$ cat src/rtl/pipe_ctrl.sv
`default_nettype none
// ============================================================================
// pipe_ctrl : pipeline hold/flush controller with memory wait, I/O halt and
//             deferred branch flush. Optional macro: PIPE_CTRL_PERF_EN.
// Revision  : 1.0
// ============================================================================
module pipe_ctrl #(
  parameter int NUM_STAGES = 5,
  parameter int MEM_STAGE  = 3,
  parameter int WAIT_W     = 4
) (
  input  logic                  clk,
  input  logic                  rst,
  input  logic [NUM_STAGES-1:0] stallreq_i,
  input  logic                  branch_i,
  input  logic                  mem_req_i,
  input  logic                  mem_ready_i,
  input  logic                  halt_req_i,
  input  logic                  enter_i,
  output logic [NUM_STAGES-1:0] stall_o,
  output logic [NUM_STAGES-1:0] flush_o,
  output logic [1:0]            state_o,
  output logic                  timeout_o,
  output logic [31:0]           stall_cnt_o
);

  typedef enum logic [1:0] {
    ST_RUN      = 2'd0,
    ST_MEM_WAIT = 2'd1,
    ST_HALT     = 2'd2
  } state_t;

  localparam logic [NUM_STAGES-1:0] c_mem_bit   = NUM_STAGES'(1) << MEM_STAGE;
  localparam logic [WAIT_W-1:0]     c_wait_last = {{(WAIT_W-1){1'b1}}, 1'b0};

  state_t                r_state, w_state_n;
  logic [WAIT_W-1:0]     r_wait_cnt, w_wait_cnt_n;
  logic                  r_pending;
  logic                  r_enter_q;
  logic                  r_timeout;
  logic [NUM_STAGES-1:0] w_req;
  logic [NUM_STAGES-1:0] w_therm_stall;
  logic [NUM_STAGES-1:0] w_therm_flush;
  logic                  w_halt_all;
  logic                  w_timeout_set;
  logic                  w_mem_wait;
  logic                  w_branch_any;

  // Once timed out, the memory wait path stays disabled until reset.
  assign w_mem_wait   = mem_req_i & ~mem_ready_i & ~r_timeout;
  assign w_branch_any = branch_i | r_pending;

  always_comb begin
    w_state_n     = r_state;
    w_wait_cnt_n  = '0;
    w_req         = stallreq_i;
    w_halt_all    = 1'b0;
    w_timeout_set = 1'b0;
    case (r_state)
      ST_RUN: begin
        if (halt_req_i) begin
          w_halt_all = 1'b1;
          w_state_n  = ST_HALT;
        end else if (w_mem_wait) begin
          w_req     = stallreq_i | c_mem_bit;
          w_state_n = ST_MEM_WAIT;
        end
      end
      ST_MEM_WAIT: begin
        w_req = stallreq_i | c_mem_bit;
        if (mem_ready_i) begin
          w_state_n = ST_RUN;
        end else if (r_wait_cnt == c_wait_last) begin
          w_timeout_set = 1'b1;
          w_state_n     = ST_RUN;
        end else begin
          w_wait_cnt_n = r_wait_cnt + 1'b1;
        end
      end
      ST_HALT: begin
        w_halt_all = 1'b1;
        if (enter_i && !r_enter_q) w_state_n = ST_RUN;
      end
      default: w_state_n = ST_RUN;
    endcase
  end

  // Highest requesting index holds itself and everything upstream.
  for (genvar k = 0; k < NUM_STAGES; k++) begin : g_thermo
    assign w_therm_stall[k] = |w_req[NUM_STAGES-1:k];
    if (k == 0) begin : g_first
      assign w_therm_flush[k] = 1'b0;
    end else begin : g_rest
      assign w_therm_flush[k] = w_therm_stall[k-1] & ~w_therm_stall[k];
    end
  end

  always_comb begin
    stall_o = '0;
    flush_o = '1;
    if (!rst) begin
      if (w_halt_all) begin
        stall_o = '1;
        flush_o = '0;
      end else begin
        stall_o    = w_therm_stall;
        flush_o    = w_therm_flush;
        flush_o[1] = w_therm_flush[1] | (w_branch_any & ~w_therm_stall[1]);
      end
    end
  end

  always_ff @(posedge clk) begin
    if (rst) begin
      r_state    <= ST_RUN;
      r_wait_cnt <= '0;
      r_pending  <= 1'b0;
      r_enter_q  <= 1'b0;
      r_timeout  <= 1'b0;
    end else begin
      r_state    <= w_state_n;
      r_wait_cnt <= w_wait_cnt_n;
      r_pending  <= w_branch_any & stall_o[1];
      r_enter_q  <= enter_i;
      r_timeout  <= r_timeout | w_timeout_set;
    end
  end

  assign state_o   = rst ? ST_RUN : r_state;
  assign timeout_o = r_timeout;

`ifdef PIPE_CTRL_PERF_EN
  logic [31:0] r_stall_cnt;

  always_ff @(posedge clk) begin
    if (rst) begin
      r_stall_cnt <= '0;
    end else if (stall_o[0] && (r_stall_cnt != 32'hFFFF_FFFF)) begin
      r_stall_cnt <= r_stall_cnt + 32'd1;
    end
  end

  assign stall_cnt_o = r_stall_cnt;
`else
  assign stall_cnt_o = '0;
`endif

endmodule
`default_nettype wire

$ cat config.mk
export PLATFORM = sky130hd
export DESIGN_NAME = pipe_ctrl
export DESIGN_NICKNAME = d
export VERILOG_FILES = /design/src/rtl/pipe_ctrl.sv
export SDC_FILE = /design/constraint.sdc
export NUM_CORES = 1
export LEC_CHECK = 0
export CAP_MARGIN = 15
export CORE_AREA = 2 2 47 54
export DETAILED_ROUTE_END_ITERATION = 10
export DIE_AREA = 0 0 49 56
export PLACE_DENSITY_LB_ADDON = 0.12
export SETUP_SLACK_MARGIN = 0.5
export SYNTH_ARGS = -nofsm -noshare
export SYNTH_HDL_FRONTEND = slang
export SYNTH_SLANG_ARGS = --single-unit
export TNS_END_PERCENT = 1
$ cat constraint.sdc
create_clock -name clk -period 2.1 [get_ports clk]
set_input_delay 0.42 -clock clk [delete_from_list [all_inputs] [get_ports clk]]
set_output_delay 0.42 -clock clk [all_outputs]
set_load 0.005 [all_outputs]
; ---- Yosys cells after proc, flatten, opt, wreduce, memory -nomap -nowiden
; Index checks and enable logic that the tools add are counted.
[classes]
n_mux = 19
add_sub_neg = 1
n_reduce_logical = 9
bitwise_logic = 18
n_eq_ne = 6
[ops]
columns = operator, n
row1 = $mux W5, 4
row2 = $mux W2, 6
row3 = $and A1 B1 Y1, 8
row4 = $mux W4, 2
row5 = $pmux W4 S2, 1
row6 = $reduce_or A4 Y1, 2
row7 = $not A1 Y1, 7
row8 = $ne A3 B3 Y1 const B, 2
row9 = $pmux W2 S3, 1
row10 = $reduce_or A5 Y1, 1
row11 = $add A4 B1 Y4 const B, 1
row12 = $eq A4 B4 Y1 const B, 1
row13 = $mux W1, 4
row14 = $or A1 B1 Y1, 3
row15 = $reduce_and A3 Y1, 1
row16 = $reduce_or A3 Y1, 1
row17 = $eq A2 B1 Y1 const B, 1
row18 = $eq A2 B2 Y1 const B, 1
row19 = $logic_not A2 Y1, 1
row20 = $ne A2 B2 Y1 const B, 1
row21 = $pmux W1 S2, 1
row22 = $reduce_or A2 Y1, 1
row23 = $logic_and A1 B1 Y1, 1
row24 = $logic_not A1 Y1, 1
[word_totals]
reg_bits = 9
wordCells = 58
inputBits = 12
output_inout_bits = 45

; ---- Depth between registers and ports, before layout
[depth]
ltp_word = 12
depth_mapped = 5
mapped_depth_nobuf = 5

; ---- Least setup slack after synthesis
; Ideal clock, no wire load.
[synth_timing]
path_type = input to output
startpoint = in mem_ready_i
endpoint = out flush_o[3]
path_stages = 3
required_time_ns = 1.680
t_arrival_ns = 1.211
slack_ns = 0.469
path_buffers = 0
cell_sequence = nor4_2 > a221oi_4 > a31o_2
[synth_via]
elab_chain_cells = 11
[synth_rtl]
columns = element, line_no
row1 = from (decl), 17  ; input logic mem_ready_i,
row2 = $not A1 Y1 *, 50  ; assign w_mem_wait = mem_req_i & ~mem_ready_i & ~r_timeout;
row3 = $and A1 B1 Y1 * (2 in a row), 50
row4 = $mux W4 *, 64  ; end else if (w_mem_wait) begin
row5 = $mux W4 *, 61  ; if (halt_req_i) begin
row6 = $pmux W4 S2 *, 59  ; case (r_state)
row7 = $reduce_or A2 Y1, 90  ; assign w_therm_stall[k] = |w_req[NUM_STAGES-1:k];
row8 = $not A1 Y1, 94  ; assign w_therm_flush[k] = w_therm_stall[k-1] & ~w_therm_stall[k];
row9 = $and A1 B1 Y1 *, 94
row10 = $mux W5 *, 102  ; if (w_halt_all) begin
row11 = $mux W5 *, 101  ; if (!rst) begin
row12 = to (decl), 21  ; output logic [NUM_STAGES-1:0] flush_o,
; Every way passes the cells marked *; elsewhere a longest branch is shown, timed or not.

; ---- Final worst setup path
[layout_timing]
startpoint = reg r_state[1]
endpoint = out stall_o[3]
[layout_via]
elab_chain_cells = 5
[layout_rtl]
columns = element, line_no
row1 = from (decl), 36  ; state_t r_state, w_state_n;
row2 = from (signal assigned), 121  ; r_state <= w_state_n;
row3 = $eq A2 B1 Y1 or $logic_not A2 Y1 (tied branches), 59
row4 = $pmux W4 S2, 59
row5 = $reduce_or A2 Y1, 90
row6 = $mux W5 *, 102
row7 = $mux W5 *, 101
row8 = to (decl), 20  ; output logic [NUM_STAGES-1:0] stall_o,
; Marked as above.

==> metrics.md <==
| Metric | Value |
|---|---|
| Outcome | finished, final reports clean |
| TritonCTS buffer count | 3 |
| Site row count | 18 |
| Skew-Pair Late Insertion Delay | 260 ps |
| Peak VDD IR | 0.000362 V |
| Synthesized area | 754 µm² |
| Fin. max-slew vios | 0 |
| Largest net degree at the start of global routing | 19 |
| Tot Pwr | 0.000458 W |
| Crit path launch type | register |
| Largest area contributor in the netlist | buf_4 |
| Final period util | 0.949 |
| Die Ht | 56 µm |
| Synth unique cells | 27 |
| Clock transition at the registers of the reported paths | 60 ps |
| Clock sinks | 9 |
| Vias/cell | 4.00 |
| Layout Utilization | 0.491 |
| Multi-input gate area | 443 µm² |
| CTS tree | built |
| Dpl cells | 150 |
| H-tree Lvls | 1 |
| Post-DRT Antenna Nets | 0 |
| Crit. End Element | primary output |
| Tot GR Track Use | 0.132 |
| Layout cells sized above 1 | 0.281 |
| Period minus WS final | 1990 ps |
| Wirelength, routed | 1750 µm |
| Req. time, crit path | 1680 ps |
| Final worst slack | 106 ps |
| Synth Instances | 91 |
| Register area share after synthesis | 0.239 |
| Clock Skew | 8.16 ps |
| Endpoints failing setup | 0 |
| Root Buffer | clkbuf_4 |
| Routed via count | 660 |
| Starting density of the core | 0.345 |
| Synth area leaders | buf_4, dfxtp_1, nor2_1 |
| Worst Path Arrival | 1570 ps |
| Port Buf Inserts | 24 |
| DRT iter0 DRCs | 1 |
| Yosys Warn Count | 0 |
| Die width | 49 µm |
| I/O pin cnt | 57 |
| Max cap viols | 0 |
| Initial antenna violation count | 0 |
| #FFs+latches synth | 9 |
| Final hold violation count | 0 |
| CP Max Fanout | 4 |
| Final RePlAce weighted congestion | 0.658 |
| First-pass GRT wire length | 2750 µm |
| Fmax | 502 MHz |
| CTS max path bufs | 2 |
| Synth top area share | 0.328 |
| Wire per inst | 10.6 µm |
| Post-DP HPWL | 1210 µm |
| RSZ-0062 raised after global routing | true |
| Hold Path Class | reg -> reg |
| Most used DFF post-synth | dfxtp_1 |
| Placeable core area | 2180 µm² |
| Total congestion overflow | 0 |
| FF+latch area | 188 µm² |
| Post-synth EDFFs | 0 |
| Setup CP Type | reg -> out |
| Cell Pwr Density | 427 nW/µm² |
| Async S/R FF share, synth | 0 |
| DRC | 0 |
| Final cell count without fillers | 165 |
| Syn Area/Cell | 8.29 µm² |
| Place WS | -487 ps |
| Ant diodes | 0 |
| Most common cell in the netlist | buf_4 |
| DR pass1 iterations | 3 |
| Nets | 150 |
| Vias in the first global route | 626 |
| P&R area growth vs syn | 42.1% |
| Fill cells | 237 |
| Cts hold-fix bufs | 0 |
| WHS | 442 ps |
| Leakage power | 0.526 nW |
| Most frequent cells after synthesis | buf_4, nor2_1, dfxtp_1, a31oi_1, inv_1 |
| Die area | 2740 µm² |
cell type report:
class	instances	share of cell area
Tap cell	30	0.0350
Sequential cell	9	0.175
Clock buffer	4	0.0245
Multi-Input combinational cell	74	0.413
Inverter	4	0.0140
Timing Repair Buffer	44	0.338
registers in the layout (all words and copies together) (netlist names):
name and count:
r_state 2, r_pending 1, timeout_o 1, r_enter_q 1, r_wait_cnt 4
power by group:
group	internal [W]	leakage [nW]	switching [W]	total, W
sequential	0.000175	0.0748	0.00000453	0.000179
combinational	0.0000783	0.436	0.0000667	0.000145
clock	0.0000732	0.0150	0.0000605	0.000134
cell usage in the layout, fill, tap and decap left out, types with 2 or more instances in the layout:
master           synthesis  final
a31oi_1                  4      4
conb_1                   1     32
nand3_1                  3      3
a41o_1                   2      2
inv_1                    4      3
buf_4                   33     18
clkdlybuf4s50_1          0      7
dfxtp_1                  9      7
nor2_1                  10     10
buf_2                    1      6
dfxtp_4                  0      2
ha_1                     2      2
nor2b_1                  3      3
dlygate4sd2_1            0     11
o21bai_1                 2      2
clkbuf_4                 0      3
timing repair:
action / 4_1_cts / 5_1_grt
pin swaps: 9 / 1
cloned: 1 / 0
gates resized for setup: 41 / 1
buffers inserted: 8 / 2
hold endpoints to repair: 0 / 0
endpoints found under the setup margin: 13 / 14
worst paths after layout:
kind	start	to	slack, ps	cells past startpoint
worst max-delay path	r_state[1]$_SDFFE_PP0P_	stall_o[3]	110	6
worst min-delay path	r_enter_q$_SDFF_PP0_	r_state[1]$_SDFFE_PP0P_	440	2
worst max register to register	r_state[1]$_SDFFE_PP0P_	r_pending$_SDFF_PP0_	390	8
worst min register to register	r_enter_q$_SDFF_PP0_	r_state[1]$_SDFFE_PP0P_	440	2
per-layer routing:
layer / wire, µm / up-vias / share of wire / track usage
met1: 703 / 298 / 0.40 / 0.135
met4: 0 / 0 / 0 / 0.0612
met2: 958 / 25 / 0.55 / 0.249
met5: 0 / - / 0 / 0
met3: 84 / 0 / 0.048 / 0.0296
li1: - / 337 / - / -
critical path: stages (launching register included):
cell,delay [ps]
dfxtp_4,360
nor4_4,320
buf_4,180
a221oi_2,70
buf_4,150
a21oi_2,120
buf_2,120
logic make-up after synthesis:
group	synth area share
AOI/OAI and AO/OA	0.171
xor gates and xnor gates	0.0232
adders and majority gates	0.0332
buffers and inverters	0.365
DFF	0.239
other	0.00497
and+or+nand+nor	0.164
per-stage QoR:
stage	instance area [µm²]	setup TNS, ps
CTS	1060	0
detailed placement	985	-3660
finish	1070	0
global route	1070	0
floorplan	880	0
global placement	985	-3610
(Power assumes the default switching activity.)
